--- src/rtl/fifo_rd_pkg.sv ---
// Shared types and constants for the FIFO read-side stream master.
package fifo_rd_pkg;

  typedef enum logic [1:0] {
    ST_IDLE  = 2'd0,
    ST_RUN   = 2'd1,
    ST_FLUSH = 2'd2
  } rd_state_t;

  localparam int unsigned C_DROP_CNT_W = 16;

  // Saturating add for the discarded-word counter.
  function automatic logic [C_DROP_CNT_W-1:0] sat_add_drop(
    input logic [C_DROP_CNT_W-1:0] a,
    input logic [C_DROP_CNT_W-1:0] b
  );
    logic [C_DROP_CNT_W:0] sum;
    sum = {1'b0, a} + {1'b0, b};
    return sum[C_DROP_CNT_W] ? '1 : sum[C_DROP_CNT_W-1:0];
  endfunction

endpackage

--- src/rtl/stream_skid_buf.sv ---
// Small circular buffer holding words returned by the FIFO until the stream
// consumer accepts them.
//   i_clk, i_rst_n : clock, async active-low reset
//   i_clear        : drop all entries (priority over push/pop)
//   i_push, i_data : write one word at the tail (ignored when full without pop)
//   i_pop          : retire the head word (ignored when empty)
//   o_data         : head word
//   o_count        : number of valid entries
module stream_skid_buf #(
  parameter int unsigned P_DATA_WIDTH = 8,
  parameter int unsigned P_BUF_DEPTH  = 3,
  parameter int unsigned P_COUNT_W    = $clog2(P_BUF_DEPTH + 1)
) (
  input  logic                    i_clk,
  input  logic                    i_rst_n,
  input  logic                    i_clear,
  input  logic                    i_push,
  input  logic [P_DATA_WIDTH-1:0] i_data,
  input  logic                    i_pop,
  output logic [P_DATA_WIDTH-1:0] o_data,
  output logic [P_COUNT_W-1:0]    o_count
);

  localparam int unsigned C_PTR_W = (P_BUF_DEPTH > 1) ? $clog2(P_BUF_DEPTH) : 1;

  logic [P_DATA_WIDTH-1:0] mem_q [P_BUF_DEPTH];
  logic [C_PTR_W-1:0]      wr_ptr_q;
  logic [C_PTR_W-1:0]      rd_ptr_q;
  logic [P_COUNT_W-1:0]    count_q;
  logic                    pop_ok;
  logic                    push_ok;

  // Pointer increment with wrap at a possibly non-power-of-two depth.
  function automatic logic [C_PTR_W-1:0] ptr_inc(input logic [C_PTR_W-1:0] p);
    return (p == C_PTR_W'(P_BUF_DEPTH - 1)) ? '0 : p + C_PTR_W'(1);
  endfunction

  assign pop_ok  = i_pop && (count_q != '0);
  assign push_ok = i_push && ((count_q != P_COUNT_W'(P_BUF_DEPTH)) || pop_ok);

  // Storage, pointers and occupancy.
  always_ff @(posedge i_clk or negedge i_rst_n) begin
    if (!i_rst_n) begin
      for (int i = 0; i < int'(P_BUF_DEPTH); i++) begin
        mem_q[i] <= '0;
      end
      wr_ptr_q <= '0;
      rd_ptr_q <= '0;
      count_q  <= '0;
    end else if (i_clear) begin
      wr_ptr_q <= '0;
      rd_ptr_q <= '0;
      count_q  <= '0;
    end else begin
      if (push_ok) begin
        mem_q[wr_ptr_q] <= i_data;
        wr_ptr_q        <= ptr_inc(wr_ptr_q);
      end
      if (pop_ok) begin
        rd_ptr_q <= ptr_inc(rd_ptr_q);
      end
      if (push_ok && !pop_ok) begin
        count_q <= count_q + P_COUNT_W'(1);
      end else if (pop_ok && !push_ok) begin
        count_q <= count_q - P_COUNT_W'(1);
      end
    end
  end

  assign o_data  = mem_q[rd_ptr_q];
  assign o_count = count_q;

endmodule

--- src/rtl/fifo_stream_reader.sv ---
// Read-side master for a synchronous FIFO: issues reads, absorbs the one-cycle
// read latency and presents the words as a valid/ready stream at up to one
// word per clock. Supports enable, a flush/drain mode and word counters.
//   i_clk, i_rst_n          : clock, async active-low reset
//   i_enable, i_flush       : fetch enable, one-cycle drain/discard request
//   o_fifo_rden             : FIFO read enable
//   i_fifo_rdata            : FIFO read data
//   i_fifo_rddata_valid     : FIFO read data valid (one cycle after rden)
//   i_fifo_level            : FIFO occupancy
//   o_m_valid/o_m_data      : stream out, i_m_ready : stream back-pressure
//   o_state, o_busy         : FSM state and activity indication
//   o_words_out             : words accepted downstream (wrapping)
//   o_words_dropped         : words discarded by flush (saturating)
//   o_err_overflow          : sticky, a return arrived with the buffer full
module fifo_stream_reader
  import fifo_rd_pkg::*;
#(
  parameter int unsigned P_DATA_WIDTH  = 8,
  parameter int unsigned P_FIFO_DEPTH  = 16,
  parameter int unsigned P_FIFO_DWIDTH = $clog2(P_FIFO_DEPTH),
  parameter int unsigned P_BUF_DEPTH   = 3,
  parameter int unsigned P_CNT_WIDTH   = 32
) (
  input  logic                     i_clk,
  input  logic                     i_rst_n,
  input  logic                     i_enable,
  input  logic                     i_flush,
  output logic                     o_fifo_rden,
  input  logic [P_DATA_WIDTH-1:0]  i_fifo_rdata,
  input  logic                     i_fifo_rddata_valid,
  input  logic [P_FIFO_DWIDTH:0]   i_fifo_level,
  output logic                     o_m_valid,
  output logic [P_DATA_WIDTH-1:0]  o_m_data,
  input  logic                     i_m_ready,
  output logic [1:0]               o_state,
  output logic                     o_busy,
  output logic [P_CNT_WIDTH-1:0]   o_words_out,
  output logic [C_DROP_CNT_W-1:0]  o_words_dropped,
  output logic                     o_err_overflow
);

  localparam int unsigned C_BUF_CNT_W = $clog2(P_BUF_DEPTH + 1);
  localparam int unsigned C_ISSUE_W   = C_BUF_CNT_W + 1;

  rd_state_t                state_q;
  rd_state_t                state_d;
  logic                     inflight_q;
  logic                     rden_c;
  logic                     m_valid_c;
  logic                     flush_go;
  logic                     push;
  logic                     pop;
  logic                     overflow;
  logic [C_BUF_CNT_W-1:0]   buf_count;
  logic [P_DATA_WIDTH-1:0]  buf_data;
  logic [C_DROP_CNT_W-1:0]  drop_inc;
  logic [P_CNT_WIDTH-1:0]   words_out_q;
  logic [C_DROP_CNT_W-1:0]  dropped_q;
  logic                     err_q;

  // A flush request while already draining is ignored.
  assign flush_go = i_flush && (state_q != ST_FLUSH);

  // FSM state register.
  always_ff @(posedge i_clk or negedge i_rst_n) begin
    if (!i_rst_n) begin
      state_q <= ST_IDLE;
    end else begin
      state_q <= state_d;
    end
  end

  // FSM next state; flush wins over enable.
  always_comb begin
    state_d = state_q;
    if (flush_go) begin
      state_d = ST_FLUSH;
    end else begin
      case (state_q)
        ST_IDLE:  if (i_enable) state_d = ST_RUN;
        ST_RUN:   if (!i_enable) state_d = ST_IDLE;
        ST_FLUSH: if ((i_fifo_level == '0) && !inflight_q) state_d = ST_IDLE;
        default:  state_d = ST_IDLE;
      endcase
    end
  end

  // FSM outputs. Issue only while buffer plus outstanding read leaves a free
  // slot, so the returning word always has somewhere to land; i_m_ready is
  // deliberately kept out of this path.
  always_comb begin
    rden_c    = 1'b0;
    m_valid_c = (buf_count != '0) && (state_q != ST_FLUSH);
    case (state_q)
      ST_RUN: rden_c = (i_fifo_level != '0) &&
                       (({1'b0, buf_count} + C_ISSUE_W'(inflight_q)) < C_ISSUE_W'(P_BUF_DEPTH));
      ST_FLUSH: rden_c = (i_fifo_level != '0);
      default: rden_c = 1'b0;
    endcase
  end

  // Buffer control. Returns arriving on the flush-entry cycle are discarded.
  assign pop      = m_valid_c && i_m_ready;
  assign push     = i_fifo_rddata_valid && (state_q != ST_FLUSH) && !flush_go;
  assign overflow = push && (buf_count == C_BUF_CNT_W'(P_BUF_DEPTH)) && !pop;

  // Words discarded this cycle: on flush entry, everything buffered that is not
  // being accepted right now, plus any word returning in the same cycle.
  always_comb begin
    drop_inc = '0;
    if (flush_go) begin
      drop_inc = C_DROP_CNT_W'(buf_count) - C_DROP_CNT_W'(pop) +
                 C_DROP_CNT_W'(i_fifo_rddata_valid);
    end else if ((state_q == ST_FLUSH) && i_fifo_rddata_valid) begin
      drop_inc = C_DROP_CNT_W'(1);
    end
  end

  stream_skid_buf #(
    .P_DATA_WIDTH (P_DATA_WIDTH),
    .P_BUF_DEPTH  (P_BUF_DEPTH),
    .P_COUNT_W    (C_BUF_CNT_W)
  ) u_buf (
    .i_clk   (i_clk),
    .i_rst_n (i_rst_n),
    .i_clear (flush_go),
    .i_push  (push),
    .i_data  (i_fifo_rdata),
    .i_pop   (pop),
    .o_data  (buf_data),
    .o_count (buf_count)
  );

  // Outstanding-read flag, counters and sticky error.
  always_ff @(posedge i_clk or negedge i_rst_n) begin
    if (!i_rst_n) begin
      inflight_q  <= 1'b0;
      words_out_q <= '0;
      dropped_q   <= '0;
      err_q       <= 1'b0;
    end else begin
      inflight_q <= rden_c;
      if (pop) begin
        words_out_q <= words_out_q + P_CNT_WIDTH'(1);
      end
      dropped_q <= sat_add_drop(dropped_q, drop_inc);
      if (overflow) begin
        err_q <= 1'b1;
      end
    end
  end

  assign o_fifo_rden     = rden_c;
  assign o_m_valid       = m_valid_c;
  assign o_m_data        = buf_data;
  assign o_state         = state_q;
  assign o_busy          = (state_q != ST_IDLE) || (buf_count != '0) || inflight_q;
  assign o_words_out     = words_out_q;
  assign o_words_dropped = dropped_q;
  assign o_err_overflow  = err_q;

`ifdef SVA
  a_rden_level : assert property (@(posedge i_clk) disable iff (!i_rst_n)
    o_fifo_rden |-> (i_fifo_level != '0));
  a_rden_rvalid : assert property (@(posedge i_clk) disable iff (!i_rst_n)
    o_fifo_rden |=> i_fifo_rddata_valid);
  a_hold : assert property (@(posedge i_clk) disable iff (!i_rst_n)
    (o_m_valid && !i_m_ready && !i_flush) |=> (o_m_valid && $stable(o_m_data)));
  a_no_overflow : assert property (@(posedge i_clk) disable iff (!i_rst_n)
    !overflow);
`endif

endmodule

--- config.mk ---
export PLATFORM = sky130hd
export DESIGN_NAME = fifo_stream_reader
export DESIGN_NICKNAME = d
export VERILOG_FILES = /design/src/rtl/fifo_rd_pkg.sv /design/src/rtl/stream_skid_buf.sv /design/src/rtl/fifo_stream_reader.sv
export SDC_FILE = /design/constraint.sdc
export NUM_CORES = 1
export LEC_CHECK = 0
export ABC_AREA = 1
export BUFFER_PORTS_ARGS = -buffer_cell sky130_fd_sc_hd__buf_2
export CAP_MARGIN = 20
export CORE_ASPECT_RATIO = 0.5
export CORE_MARGIN = 8
export CORE_UTILIZATION = 50
export CTS_CLUSTER_SIZE = 28
export DETAILED_ROUTE_END_ITERATION = 8
export PLACE_DENSITY = 0.72
export RECOVER_POWER = 50
export REMOVE_ABC_BUFFERS = 1
export SLEW_MARGIN = 20
export SYNTH_ARGS = -nofsm -noshare
export SYNTH_HDL_FRONTEND = slang
export SYNTH_SLANG_ARGS = --single-unit
--- constraint.sdc ---
create_clock -name i_clk -period 8 [get_ports i_clk]
set_input_delay 1.2 -clock i_clk [delete_from_list [all_inputs] [get_ports i_clk]]
set_output_delay 1.2 -clock i_clk [all_outputs]
set_load 0.02 [all_outputs]
# After elaboration in Yosys (flattened, before gate mapping)
# Index checks and enable logic that the tools add are counted.
# word_totals
regBits	82
latch_bits	0
mem_bits_rw	0
rom_bits	0
out_inout_bits	62
elab_cells	94
memories	0
# classes
add_sub_neg	9
n_mul	0
n_div	0
n_lt_le_gt_ge	4
eq_ne	10
n_shift	0
muxes	24
bitwise_logic	3
reduce_logical	33
# ops
op	n
$add A32 B1 Y32 const B	1
$mux W16	2
$mux W2	13
$bwmux W24	1
$mux W8	3
$add A16 B16 Y17	1
$bmux W8 S2	1
$demux W8 S2	1
$logic_and A1 B1 Y1	15
$ne A3 B3 Y1 const B	3
$eq A2 B2 Y1 const B	4
$reduce_bool A2 Y1	4
$add A2 B1 Y2 const B	3
$ge A3 B3 Y1 const B	2
$not A2 Y3	2
$pmux W2 S3	1
$logic_not A1 Y1	5
$logic_not A5 Y1	1
$reduce_bool A5 Y1	1
$add A3 B2 Y4	1
$ne A2 B2 Y1 const B	2
$add A2 B1 Y3	1
$logic_or A1 B1 Y1	3
$lt A3 B1 Y1 const B	1
other kinds (11)	11

# Longest topological paths before layout
# logic_depth
ltp_word	11
ltp_mapped	21
mapped_depth_nobuf	20

# Cells and area by module
# A second synthesis with hierarchy kept.
# unflattened
cells_unflattened	696
area_unflattened_um2	5240.0
# by_module_without_submodules
module	instances	cells_each	area_per_inst_um2	seq_area_each_um2
fifo_stream_reader	1	532	3733.6	1301.2
stream_skid_buf	1	164	1506.4	750.7

# Worst setup path after synthesis
# No wires, ideal clock.
# synth_timing
kind	input port to flip-flop
from	input i_m_ready
to	register dropped_q[11], in the netlist o_words_dropped[11]
arrival_time_ns	4.344
path_slack_ns	3.530
cell_stages	15
path_buffers	2
cell_sequence	nand2_4 > clkinv_1 > buf_2 > ha_1 > inv_1 > ha_1 > nor3b_1 > ha_1 > nand2_1 > nand3_1 > nand2_1 > nand2_1 > a21oi_2 > buf_4 > nand3_1
# synth_via
elab_chain_len	6
# synth_lines
item	line	source
start: declaration	fifo_stream_reader.sv:34	input logic i_m_ready,
$logic_and A1 B1 Y1	fifo_stream_reader.sv:103	assign pop = m_valid_c && i_m_ready;
$sub A2 B1 Y3	fifo_stream_reader.sv:112	drop_inc = C_DROP_CNT_W'(buf_count) - C_DROP_CNT_W'(pop) +
$add A3 B2 Y4	fifo_stream_reader.sv:112	
$mux W16	fifo_stream_reader.sv:111	if (flush_go) begin
$add A16 B16 Y17	fifo_rd_pkg.sv:18	sum = {1'b0, a} + {1'b0, b};
$mux W16	fifo_rd_pkg.sv:19	return sum[C_DROP_CNT_W] ? '1 : sum[C_DROP_CNT_W-1:0];
end signal: assignment	fifo_stream_reader.sv:146	dropped_q <= sat_add_drop(dropped_q, drop_inc);
end: declaration	fifo_stream_reader.sv:58	logic [C_DROP_CNT_W-1:0] dropped_q;
# Every way passes these cells.
# A chain may end at the register's enable or synchronous reset.

# Worst setup path after layout
# layout_timing
from	input i_m_ready
to	register dropped_q[2], in the netlist o_words_dropped[2]
# Same word-level chain as after synthesis.

==> metrics.log <==
INFO  metric outcome = finished with violations
INFO  metric violations = max-capacitance violations, max-slew violations
INFO  metric worst_hold_path_ep = u_buf.mem_q[19]
INFO  metric detail_route.iter0.violations = 255
INFO  metric drt-total-wl = 12400 µm
INFO  metric slew_headroom = -193%
INFO  metric report.final.hold_viol_count = 0
INFO  metric r2r.worst_path.cells = 18
INFO  metric worst_hold_startpoint = u_buf.mem_q[19]
INFO  metric syn-cell-area = 0.00528 mm²
INFO  metric yosys_warnings = 0
INFO  metric postCtsSetupRepairBufs = 0
INFO  metric timing_max_transition_violations_final = 83
INFO  metric timing_worst_slew_pin_value = 4.40 ns
INFO  metric synth_top_area_share = 38.9%
INFO  metric min_period_over_period = 67.4%
INFO  metric grt_start_max_net_pins = 83
INFO  metric grt_pass1_vias = 4750
INFO  metric path_buf_inv = 3
INFO  metric timing.clock.skew = 0.00688 ns
INFO  metric critical_path_peak_fanout = 24
INFO  metric worstSkewPairLatency = 0.34 ns
INFO  metric prevailing_post_synth_register_cell = dfrtp_1
INFO  metric max_clk_rate = 0.185 GHz
INFO  metric cts-resized-gates = 0
INFO  metric routed_wire_length_per_instance = 12.8 µm
INFO  metric cts_root_buf = clkbuf_16
INFO  metric grt-ovfl-total = 0
INFO  metric layout.filler_cells = 1015
INFO  metric worst_stage_delay_on_the_critical_path = 0.74 ns
INFO  metric synth_enable_flop_cells = 0
INFO  metric synth.top_cells.by_count = nand2_1 (300), inv_1 (95), dfrtp_1 (82)
INFO  metric setup_tns = 0 ns
INFO  metric numCtsBuffers = 9
INFO  metric worst_setup_path_end_kind = flop
INFO  metric crit_chain = buf_2 > nand2_1 > clkinv_1 > ha_1 > inv_1 > ha_1 > nand3_1 > o21ai_0 > ha_1 > fa_1 > nand3_1 > nand3_1 > nand2_1 > nand2_1 > a21oi_2 > o21ai_0
INFO  metric ys_async_sr_fraction = 100%
INFO  metric dp_hpwl = 9370 µm
INFO  metric reg2reg_from = o_state[0]
INFO  metric maxCapViolations = 1
INFO  metric syn2layout_area_growth = 14.7%
INFO  metric reg2reg_slack = 2.64 ns
INFO  metric starting_density_of_the_core = 51.5%
INFO  metric layout_min_cycle_time = 5.39 ns
INFO  metric yosys.cell_types.count = 32
INFO  metric dieArea = 0.0143 mm²
INFO  metric final_core_util = 59.0%
INFO  metric vias = 4765
INFO  metric finalHoldWorstSlack = 0.482 ns
INFO  metric chipWidth = 161 µm
INFO  metric synthDominantAreaCellType = dfrtp_1
INFO  metric worst_ep_arrival_time = 5.55 ns
INFO  metric drtPass1Iterations = 5
INFO  metric cts_tree = built
INFO  metric first_pass_grt_wire_length = 21500 µm
INFO  metric global_route.usage.total = 18.3%
INFO  metric cpMaxStageDelayCell = clkinv_1
INFO  metric worst_ir_drop_vdd = 0.199 mV
INFO  metric pwr_density_cell = 320 mW/mm²
INFO  metric grt_antenna_before_repair = 0
INFO  metric synth_seq_cells = 82
INFO  metric ys_seq_area_share = 38.9%
INFO  metric core-area = 0.0102 mm²
INFO  metric num_antenna_cells = 0
INFO  metric number_of_buffers_added_on_ports = 80
INFO  metric min_path_type = flop to flop
INFO  metric dieHeight = 88.6 µm
INFO  metric syn-mean-instance-area = 7.16 µm²
INFO  metric holdPathStages = 2
INFO  metric ctsLongestPathBuffers = 2
INFO  metric setup.worst_path.class = input pin to flop
INFO  metric logic_depth_of_the_worst_setup_path_including_buffers = 16
INFO  metric post-route-drc-count = 0
INFO  metric finalSetupViolations = 0
INFO  metric grt_setup_unrepaired = no
INFO  metric static-leakage-power = 3.32 nW
INFO  metric synthesis.instances = 737
INFO  metric antenna_violating_nets_post_route = 0
INFO  metric yosysMostFrequentCell = nand2_1
INFO  metric placementRows = 26
INFO  metric fin_nets = 868
INFO  metric worst_setup_hold_path_clk_slew = 0.06 ns
INFO  metric place.gp.congestion = 0.918
INFO  metric cts_num_sinks = 82
INFO  metric critical_path_start_type = input pin
INFO  metric cts.htree.levels = 3
INFO  metric crit-reg2reg-capture = o_words_dropped[2]
INFO  metric boundaryPins = 81
INFO  metric post_synth_main_area_contributors = dfrtp_1 (39%), nand2_1 (21%), inv_1 (6.8%), ha_1 (6.2%), nor2_1 (5.3%)
INFO  metric required = 8.16 ns
INFO  metric layout-drive-gt1-share = 12.9%
INFO  metric post_drt_via_cell_ratio = 4.93
INFO  metric critPathTopFamily = adder cells
INFO  metric cts_hold_buf = 0
==> worst max path at each step <==
stage | slack [ns] | end | start
finish | 2.61 | o_words_dropped[2] | i_m_ready
global route | 2.05 | o_words_out[19] | i_rst_n
CTS | 3.19 | o_words_dropped[2] | i_m_ready
detailed placement | 2.83 | o_words_dropped[2] | i_m_ready
global placement | 2.97 | o_words_dropped[2] | i_m_ready
floorplan | 3.27 | o_words_dropped[2] | i_m_ready
==> flip-flops by register name, indices dropped and copies added, names as in the netlist <==
register	count
inflight_q	1
o_state	2
o_err_overflow	1
u_buf.wr_ptr_q	2
u_buf.rd_ptr_q	2
o_words_out	32
u_buf.mem_q	24
o_words_dropped	16
u_buf.o_count	2
==> layout by cell type (no fill, tap or decap), types with 2 or more instances in the layout <==
master	instances
xnor2_1	7
nor2_1	77
nand3_1	41
dfrtp_1	82
clkinvlp_4	2
nor3_1	4
o21ai_2	16
o21ai_0	9
buf_2	67
xor2_1	16
nand2_2	2
and2_1	2
nand2_1	302
clkbuf_16	9
clkinv_4	2
clkbuf_1	14
a21oi_1	7
nand3b_1	16
inv_1	95
nand4_4	3
ha_1	26
o21ai_1	8
nand4_1	8
==> power breakdown <==
part / leakage, nW / internal, mW / total [mW] / switching (mW)
Sequential: 1.06 / 0.549 / 0.644 / 0.0954
Clock: 0.139 / 0.242 / 0.414 / 0.171
Combinational: 2.12 / 0.294 / 0.878 / 0.584
==> logic make-up (layout without fill, tap and decap cells) <==
kind of cell / after synthesis / in the layout / share of synthesized area [%]
simple gates: 458 / 458 / 37.3
flops: 82 / 82 / 38.9
xor+xnor: 23 / 23 / 3.82
buf+inv: 103 / 193 / 7.94
compound gates: 44 / 44 / 5.53
fa+ha+maj: 27 / 27 / 6.54
==> cell type report <==
type | instances | area, µm² | share of cell area, %
Multi-Input combinational cell | 552 | 2780 | 45.9
Timing Repair Buffer | 81 | 392 | 6.47
Clock inverter | 6 | 67.6 | 1.12
Inverter | 96 | 360 | 5.96
Tap cell | 140 | 175 | 2.89
Clock buffer | 10 | 229 | 3.78
Sequential cell | 82 | 2050 | 33.9
==> tightest hold or removal path, stage by stage (launching register included) <==
cell and delay [ns]:
dfrtp_1 0.34, nand2_1 0.06, o21ai_2 0.05
==> through the flow <==
stage          setup slack (ns)  instance area (µm²)  cells  total power, mW
2_1_floorplan              3.27                 5220    730             1.29
5_1_grt                    2.05                 6050    967             2.10
4_1_cts                    3.19                 6100    967             1.97
3_3_place_gp               2.97                 5800    951             1.53
3_5_place_dp               2.83                 5800    951             1.55
6_report                   2.61                 6050    967             1.94
==> layer usage <==
layer	vias up	part of all wire (%)	routed length, µm	GRT usage [%]
li1	2466	-	-	-
met1	2207	46	5720	21.7
met2	77	48	5960	32.8
met3	15	4.1	502	3.99
met4	0	1.4	178	6.26
met5	-	0	0	0
Note: power is estimated with default switching activity, not from simulation.
